`src/rtl/regfile_mp_sb_if.sv`:
```
`default_nettype none
// +----------------------------------------------------------------------+
// | regfile_mp_sb_if                                                     |
// | Read, write, reserve and debug signals of the multi-port regfile.    |
// | Rev 1.0                                                              |
// +----------------------------------------------------------------------+
interface regfile_mp_sb_if #(
  parameter int DATA_W   = 16,
  parameter int NUM_REGS = 16,
  parameter int NUM_RD   = 2
);
  localparam int AW = $clog2(NUM_REGS);

  logic [NUM_RD*AW-1:0]     rd_addr;
  logic [NUM_RD*DATA_W-1:0] rd_data;
  logic [NUM_RD-1:0]        rd_busy;
  logic                     wr0_en;
  logic [AW-1:0]            wr0_addr;
  logic [DATA_W-1:0]        wr0_data;
  logic                     wr1_en;
  logic [AW-1:0]            wr1_addr;
  logic [DATA_W-1:0]        wr1_data;
  logic                     rsv_en;
  logic [AW-1:0]            rsv_addr;
  logic                     rsv_ack;
  logic [NUM_REGS-1:0]      busy_vec;
  logic [AW-1:0]            dbg_addr;
  logic [DATA_W-1:0]        dbg_data;

  modport master (
    output rd_addr, wr0_en, wr0_addr, wr0_data, wr1_en, wr1_addr, wr1_data,
           rsv_en, rsv_addr, dbg_addr,
    input  rd_data, rd_busy, rsv_ack, busy_vec, dbg_data
  );

  modport slave (
    input  rd_addr, wr0_en, wr0_addr, wr0_data, wr1_en, wr1_addr, wr1_data,
           rsv_en, rsv_addr, dbg_addr,
    output rd_data, rd_busy, rsv_ack, busy_vec, dbg_data
  );
endinterface
`default_nettype wire

```
`src/rtl/regfile_mp_sb.sv`:
```
`default_nettype none
// +----------------------------------------------------------------------+
// | regfile_mp_sb                                                        |
// | Multi-port register file with write bypass and busy scoreboard.      |
// | Rev 1.0                                                              |
// +----------------------------------------------------------------------+
module regfile_mp_sb #(
  parameter int DATA_W   = 16,
  parameter int NUM_REGS = 16,
  parameter int NUM_RD   = 2,
  parameter int ZERO_R0  = 0,
  parameter int BYPASS   = 1
) (
  input  wire logic      clk,
  input  wire logic      reset,
  regfile_mp_sb_if.slave bus
);
  localparam int            AW   = $clog2(NUM_REGS);
  localparam logic [AW-1:0] c_r0 = '0;

  logic [DATA_W-1:0]   r_mem [NUM_REGS];
  logic [NUM_REGS-1:0] r_busy;
  logic                r_rsv_ack;
  logic [DATA_W-1:0]   r_dbg_data;

  logic                w_wr0_en, w_wr1_en, w_rsv_en;
  logic [AW-1:0]       w_wr0_addr, w_wr1_addr, w_rsv_addr, w_dbg_addr;
  logic [DATA_W-1:0]   w_wr0_data, w_wr1_data, w_dbg_data;
  logic                w_wr0_ok, w_wr1_ok, w_rsv_accept;
  logic [NUM_REGS-1:0] w_clr, w_set, w_busy_next;

  assign w_wr0_en   = bus.wr0_en;
  assign w_wr0_addr = bus.wr0_addr;
  assign w_wr0_data = bus.wr0_data;
  assign w_wr1_en   = bus.wr1_en;
  assign w_wr1_addr = bus.wr1_addr;
  assign w_wr1_data = bus.wr1_data;
  assign w_rsv_en   = bus.rsv_en;
  assign w_rsv_addr = bus.rsv_addr;
  assign w_dbg_addr = bus.dbg_addr;

  // wr1 is silently dropped when wr0 targets the same register
  assign w_wr0_ok = w_wr0_en && !(ZERO_R0 != 0 && w_wr0_addr == c_r0);
  assign w_wr1_ok = w_wr1_en && !(w_wr0_en && w_wr1_addr == w_wr0_addr)
                             && !(ZERO_R0 != 0 && w_wr1_addr == c_r0);

  function automatic logic [DATA_W-1:0] f_read(input logic [AW-1:0] a);
    logic [DATA_W-1:0] v;
    v = r_mem[a];
    if (BYPASS != 0) begin
      if (w_wr0_en && w_wr0_addr == a)      v = w_wr0_data;
      else if (w_wr1_en && w_wr1_addr == a) v = w_wr1_data;
    end
    if (ZERO_R0 != 0 && a == c_r0) v = '0;
    return v;
  endfunction

  generate
    for (genvar k = 0; k < NUM_RD; k++) begin : g_rd
      assign bus.rd_data[k*DATA_W +: DATA_W] = f_read(bus.rd_addr[k*AW +: AW]);
      assign bus.rd_busy[k]                  = r_busy[bus.rd_addr[k*AW +: AW]];
    end

    for (genvar i = 0; i < NUM_REGS; i++) begin : g_sb
      assign w_clr[i] = (w_wr0_ok && w_wr0_addr == AW'(i)) ||
                        (w_wr1_ok && w_wr1_addr == AW'(i));
      assign w_set[i] = w_rsv_accept && w_rsv_addr == AW'(i) &&
                        !(ZERO_R0 != 0 && i == 0);
    end
  endgenerate

  // A register being released this cycle may be re-reserved in the same cycle
  assign w_rsv_accept = w_rsv_en && (!r_busy[w_rsv_addr] || w_clr[w_rsv_addr]);
  assign w_busy_next  = w_set | (r_busy & ~w_clr);
  assign w_dbg_data   = f_read(w_dbg_addr);

  always_ff @(posedge clk or negedge reset) begin
    if (!reset) begin
      for (int i = 0; i < NUM_REGS; i++) r_mem[i] <= '0;
      r_busy     <= '0;
      r_rsv_ack  <= 1'b0;
      r_dbg_data <= '0;
    end else begin
      if (w_wr1_ok) r_mem[w_wr1_addr] <= w_wr1_data;
      if (w_wr0_ok) r_mem[w_wr0_addr] <= w_wr0_data;
      r_busy     <= w_busy_next;
      r_rsv_ack  <= w_rsv_accept;
      r_dbg_data <= w_dbg_data;
    end
  end

  assign bus.busy_vec = r_busy;
  assign bus.rsv_ack  = r_rsv_ack;
  assign bus.dbg_data = r_dbg_data;
endmodule
`default_nettype wire

```
`src/flat_wrapper.sv`:
```
// flat-port wrapper written by rule: the top's interface ports become plain ports
module regfile_mp_sb_flat 
#(
  parameter int DATA_W   = 16,
  parameter int NUM_REGS = 16,
  parameter int NUM_RD   = 2,
  parameter int ZERO_R0  = 0,
  parameter int BYPASS   = 1
)
  (clk, reset, bus_rd_addr, bus_wr0_en, bus_wr0_addr, bus_wr0_data, bus_wr1_en, bus_wr1_addr, bus_wr1_data, bus_rsv_en, bus_rsv_addr, bus_dbg_addr, bus_rd_data, bus_rd_busy, bus_rsv_ack, bus_busy_vec, bus_dbg_data);
  regfile_mp_sb_if #(.DATA_W(DATA_W), .NUM_REGS(NUM_REGS), .NUM_RD(NUM_RD)) bus_i ();
  input  wire logic clk;
  input  wire logic reset;
  input wire logic [$bits(bus_i.rd_addr)-1:0] bus_rd_addr;
  input wire logic [$bits(bus_i.wr0_en)-1:0] bus_wr0_en;
  input wire logic [$bits(bus_i.wr0_addr)-1:0] bus_wr0_addr;
  input wire logic [$bits(bus_i.wr0_data)-1:0] bus_wr0_data;
  input wire logic [$bits(bus_i.wr1_en)-1:0] bus_wr1_en;
  input wire logic [$bits(bus_i.wr1_addr)-1:0] bus_wr1_addr;
  input wire logic [$bits(bus_i.wr1_data)-1:0] bus_wr1_data;
  input wire logic [$bits(bus_i.rsv_en)-1:0] bus_rsv_en;
  input wire logic [$bits(bus_i.rsv_addr)-1:0] bus_rsv_addr;
  input wire logic [$bits(bus_i.dbg_addr)-1:0] bus_dbg_addr;
  output wire logic [$bits(bus_i.rd_data)-1:0] bus_rd_data;
  output wire logic [$bits(bus_i.rd_busy)-1:0] bus_rd_busy;
  output wire logic [$bits(bus_i.rsv_ack)-1:0] bus_rsv_ack;
  output wire logic [$bits(bus_i.busy_vec)-1:0] bus_busy_vec;
  output wire logic [$bits(bus_i.dbg_data)-1:0] bus_dbg_data;
  assign bus_i.rd_addr = bus_rd_addr;
  assign bus_i.wr0_en = bus_wr0_en;
  assign bus_i.wr0_addr = bus_wr0_addr;
  assign bus_i.wr0_data = bus_wr0_data;
  assign bus_i.wr1_en = bus_wr1_en;
  assign bus_i.wr1_addr = bus_wr1_addr;
  assign bus_i.wr1_data = bus_wr1_data;
  assign bus_i.rsv_en = bus_rsv_en;
  assign bus_i.rsv_addr = bus_rsv_addr;
  assign bus_i.dbg_addr = bus_dbg_addr;
  assign bus_rd_data = bus_i.rd_data;
  assign bus_rd_busy = bus_i.rd_busy;
  assign bus_rsv_ack = bus_i.rsv_ack;
  assign bus_busy_vec = bus_i.busy_vec;
  assign bus_dbg_data = bus_i.dbg_data;
  regfile_mp_sb #(.DATA_W(DATA_W), .NUM_REGS(NUM_REGS), .NUM_RD(NUM_RD), .ZERO_R0(ZERO_R0), .BYPASS(BYPASS)) u_core (.clk(clk), .reset(reset), .bus(bus_i));
endmodule
```
`config.mk`:
```
export PLATFORM = sky130hd
export DESIGN_NAME = regfile_mp_sb_flat
export DESIGN_NICKNAME = d
export VERILOG_FILES = /design/src/rtl/regfile_mp_sb_if.sv /design/src/rtl/regfile_mp_sb.sv /design/src/flat_wrapper.sv
export SDC_FILE = /design/constraint.sdc
export NUM_CORES = 1
export LEC_CHECK = 0
export CORE_MARGIN = 1.5
export CORE_UTILIZATION = 35
export DETAILED_ROUTE_END_ITERATION = 16
export PLACE_DENSITY = 0.51
export SYNTH_ARGS = -nofsm -noshare
export SYNTH_HDL_FRONTEND = slang
export SYNTH_SLANG_ARGS = --single-unit
```
`constraint.sdc`:
```
create_clock -name clk -period 3.5 [get_ports clk]
set_input_delay 0.525 -clock clk [delete_from_list [all_inputs] [get_ports clk]]
set_output_delay 0.525 -clock clk [all_outputs]
set_load 0.02 [all_outputs]
```
==> metrics.txt <==
fillers=5,578; top area cells in the synthesized netlist=dfrtp_1 34%, mux4_2 27%, mux2i_1 15%; largest net degree at the start of global routing=82; RSZ-0062 raised after global routing=no; Cells after Synth=between 1,500 and 2,000; Final Hold Fails=0; clock period minus worst slack=3.418 ns; violated checks=design-rule violations; Startpoint Class=input pin; GRT Total Usage=0.2760; Die Area=61,570 um2; detailed-route via count=16,910; post-detailed-route wirelength per cell=30.03 um; final critical-path share of the clock period=0.9765; Clock Latency Late Sink=approximately 0.57 ns; Area Overhead vs Synth=20.18%; Setup WS pre-CTS=-0.3173 ns; worst reg2reg path depth=6; Diodes inserted=0; Achievable Freq=292.6 MHz; final net count=2,031; Mean Syn Cell Area=11.13 um2; Max clock buf depth=3; Netlist cell types=between 50 and 60; Max Clock Skew=slightly below 0.02 ns; GR Overflow Total=0; Final setup viols=0; Initial Utilization=0.3550; crit end category=primary output; initial antenna violation count=2; TritonCTS clock tree=built; syn_nets=1,951; synth warn=0; share of cells above drive strength 1=0.2561; max cap viols=0; synth cell count leaders=305 x mux2i_1, 289 x dfrtp_1, 254 x mux4_2; placed cells=roughly 2,700; Crit Path Max Fanout=24; Post-synth top flop=dfrtp_1; Least-Margin Pin Slew=0.7077 ns; status=complete, but fails checks; Max-Slew Margin vs Limit=0.5267; H-tree Lvls=2; clk sinks=slightly below 300; 1st-pass router iterations=11; first-pass GRT wire length=121.9 mm; TritonCTS Buffers=37; Tightest Hold Check Type=in2async; Post-synth EDFFs=0; most common cell in the synthesized netlist=mux2i_1; CTS clk-pin slew, worst paths=0.05 ns; synthesized area=21,030 um2; area leader, netlist=dfrtp_1; Pleak=0.01073 uW; clk root buf=clkbuf_16; post-route ant nets=0; Core Region=59,240 um2; Vias/cell=6.100; post-synth top area share=0.3438; Non-Filler Instances=2,772; worst vdd ir=0.0003044 V; Top Ports=between 100 and 150; Arr. time, crit path=2.89 ns; routed wire length=83.24 mm; kind of critical path=in2out; DP HPWL=53.71 mm; num rows=89; worst path required time=2.97 ns; DRC Markers=5; DIE HEIGHT=248.1 um; Synth async-reset ratio=1.000; sequential-to-total area share from yosys stat=0.3438; Port Buf Inserts=127; vias in the first global route=17,030; Pwr Density=~540 nW/um2; DIE WIDTH=248.1 um; synthesized flop and latch total=289; DRT iter0 DRCs=1,545; setup ws final=0.08218 ns; final slew viol count=0; Placer Congestion=slightly below 0.9
-- per-stage QoR --
| step | hold WS (ns) | area (um2) | TNS (ns) | power [uW] | utilization |
|---|---|---|---|---|---|
| after floorplan | 0.2294 | 21030 | 0 | 7915 | - |
| after global placement | 0.5408 | 23950 | -3.318 | 9579 | 0.4043 |
| after detailed placement | 0.5525 | 23950 | -4.284 | 9726 | 0.4043 |
| after CTS | 0.5704 | 25220 | 0 | 13690 | 0.4257 |
| after global routing | 0.6117 | 25280 | 0 | 14290 | 0.4267 |
| final | 0.5457 | 25280 | 0 | 13630 | 0.4267 |
-- metal layers --
| layer | track usage | routed length, um | part of all wire | up-vias |
|---|---|---|---|---|
| met5 | 0 | 23 | 0.00028 | - |
| met4 | 0.1270 | 4042 | 0.049 | 4 |
| met3 | 0.05451 | 6656 | 0.080 | 226 |
| met2 | 0.4294 | 38410 | 0.46 | 850 |
| met1 | 0.3720 | 34110 | 0.41 | 8617 |
| li1 | - | - | - | 7213 |
-- area by class of cell --
cell class,count,area (um2),share of cell area
clock inverter,14,147.6,0.005841
tap,773,967.2,0.03826
sequential,289,7232,0.2861
timing repair buffer,277,2882,0.1140
inverter,7,26.28,0.001040
clock buffer,54,1080,0.04272
multi-input combinational,1358,12940,0.5120
-- cell families after synthesis --
group | count (synthesis) | synth area share
mux | 560 | 0.4177
simple gates | 421 | 0.08578
compound gates | 346 | 0.08816
flops | 289 | 0.3438
buf+inv | 243 | 0.05092
xor+xnor | 31 | 0.01362
-- final timing paths --
kind	end	slack, ns	startpoint
max	bus_rd_data[19]	0.08	bus_rd_addr[4]
min	u_core.r_mem[129]$_DFF_PN0_	0.55	reset
max reg2reg	u_core.bus.busy_vec[14]$_DFF_PN0_	1.26	u_core.bus.busy_vec[0]$_DFF_PN0_
min reg2reg	u_core.r_mem[215]$_DFF_PN0_	0.61	u_core.r_mem[215]$_DFF_PN0_
max in group asynchronous	u_core.bus.dbg_data[10]$_DFF_PN0_	2.00	reset
min in group clk	u_core.r_mem[215]$_DFF_PN0_	0.61	u_core.r_mem[215]$_DFF_PN0_
-- layout by cell type (no fill, tap or decap), types with 4 or more instances in the layout --
| cell | netlist | final |
|---|---|---|
| xnor2_1 | 9 | 9 |
| nand3_1 | 7 | 6 |
| or3_1 | 7 | 7 |
| dfrtp_1 | 289 | 289 |
| clkinv_2 | 0 | 7 |
| a21oi_1 | 83 | 83 |
| nand3b_1 | 4 | 4 |
| mux4_2 | 254 | 254 |
| buf_4 | 7 | 119 |
| nor3_1 | 18 | 12 |
| clkbuf_16 | 0 | 37 |
| clkbuf_1 | 114 | 8 |
| buf_12 | 0 | 34 |
| nor3_2 | 0 | 6 |
| clkdlybuf4s50_1 | 0 | 99 |
| nand2b_1 | 7 | 7 |
| inv_1 | 7 | 7 |
| nand2_1 | 249 | 249 |
| and2_1 | 4 | 4 |
| o21ai_4 | 0 | 8 |
| dlymetal6s2s_1 | 0 | 17 |
| mux2i_1 | 305 | 304 |
| o21ai_0 | 229 | 223 |
| clkbuf_8 | 0 | 9 |
| o21ai_1 | 7 | 5 |
| nor4_4 | 1 | 4 |
| xor2_1 | 20 | 20 |
| nor2_1 | 99 | 93 |
| a32o_1 | 13 | 13 |
-- where the power goes --
part	total (uW)	switching (uW)	internal, uW	leakage [uW]
Combinational	4590	2020	2570	0.00662
Sequential	5110	899	4210	0.00351
Clock	3930	1620	2310	0.000605
-- what timing repair did --
action,CTS,global route
endpoints found under the setup margin,18,17
gates resized for setup,4,19
hold endpoints to repair,43,0
hold buffers,1,0
pin swaps,1,0
setup buffers,1,0
-- registers in the layout, indices dropped and copies added (netlist names) --
name	cells
u_core.bus.dbg_data	16
u_core.bus.busy_vec	16
u_core.r_mem	256
u_core.bus.rsv_ack	1
-- critical path, stage by stage --
cell and delay [ns]:
buf_4 0.15, buf_16 0.24, buf_4 0.17, mux4_2 0.49
mux4_2 0.45, mux2i_1 0.18, o21ai_0 0.10, clkdlybuf4s50_1 0.57
Power figures use the tool's default switching activity.
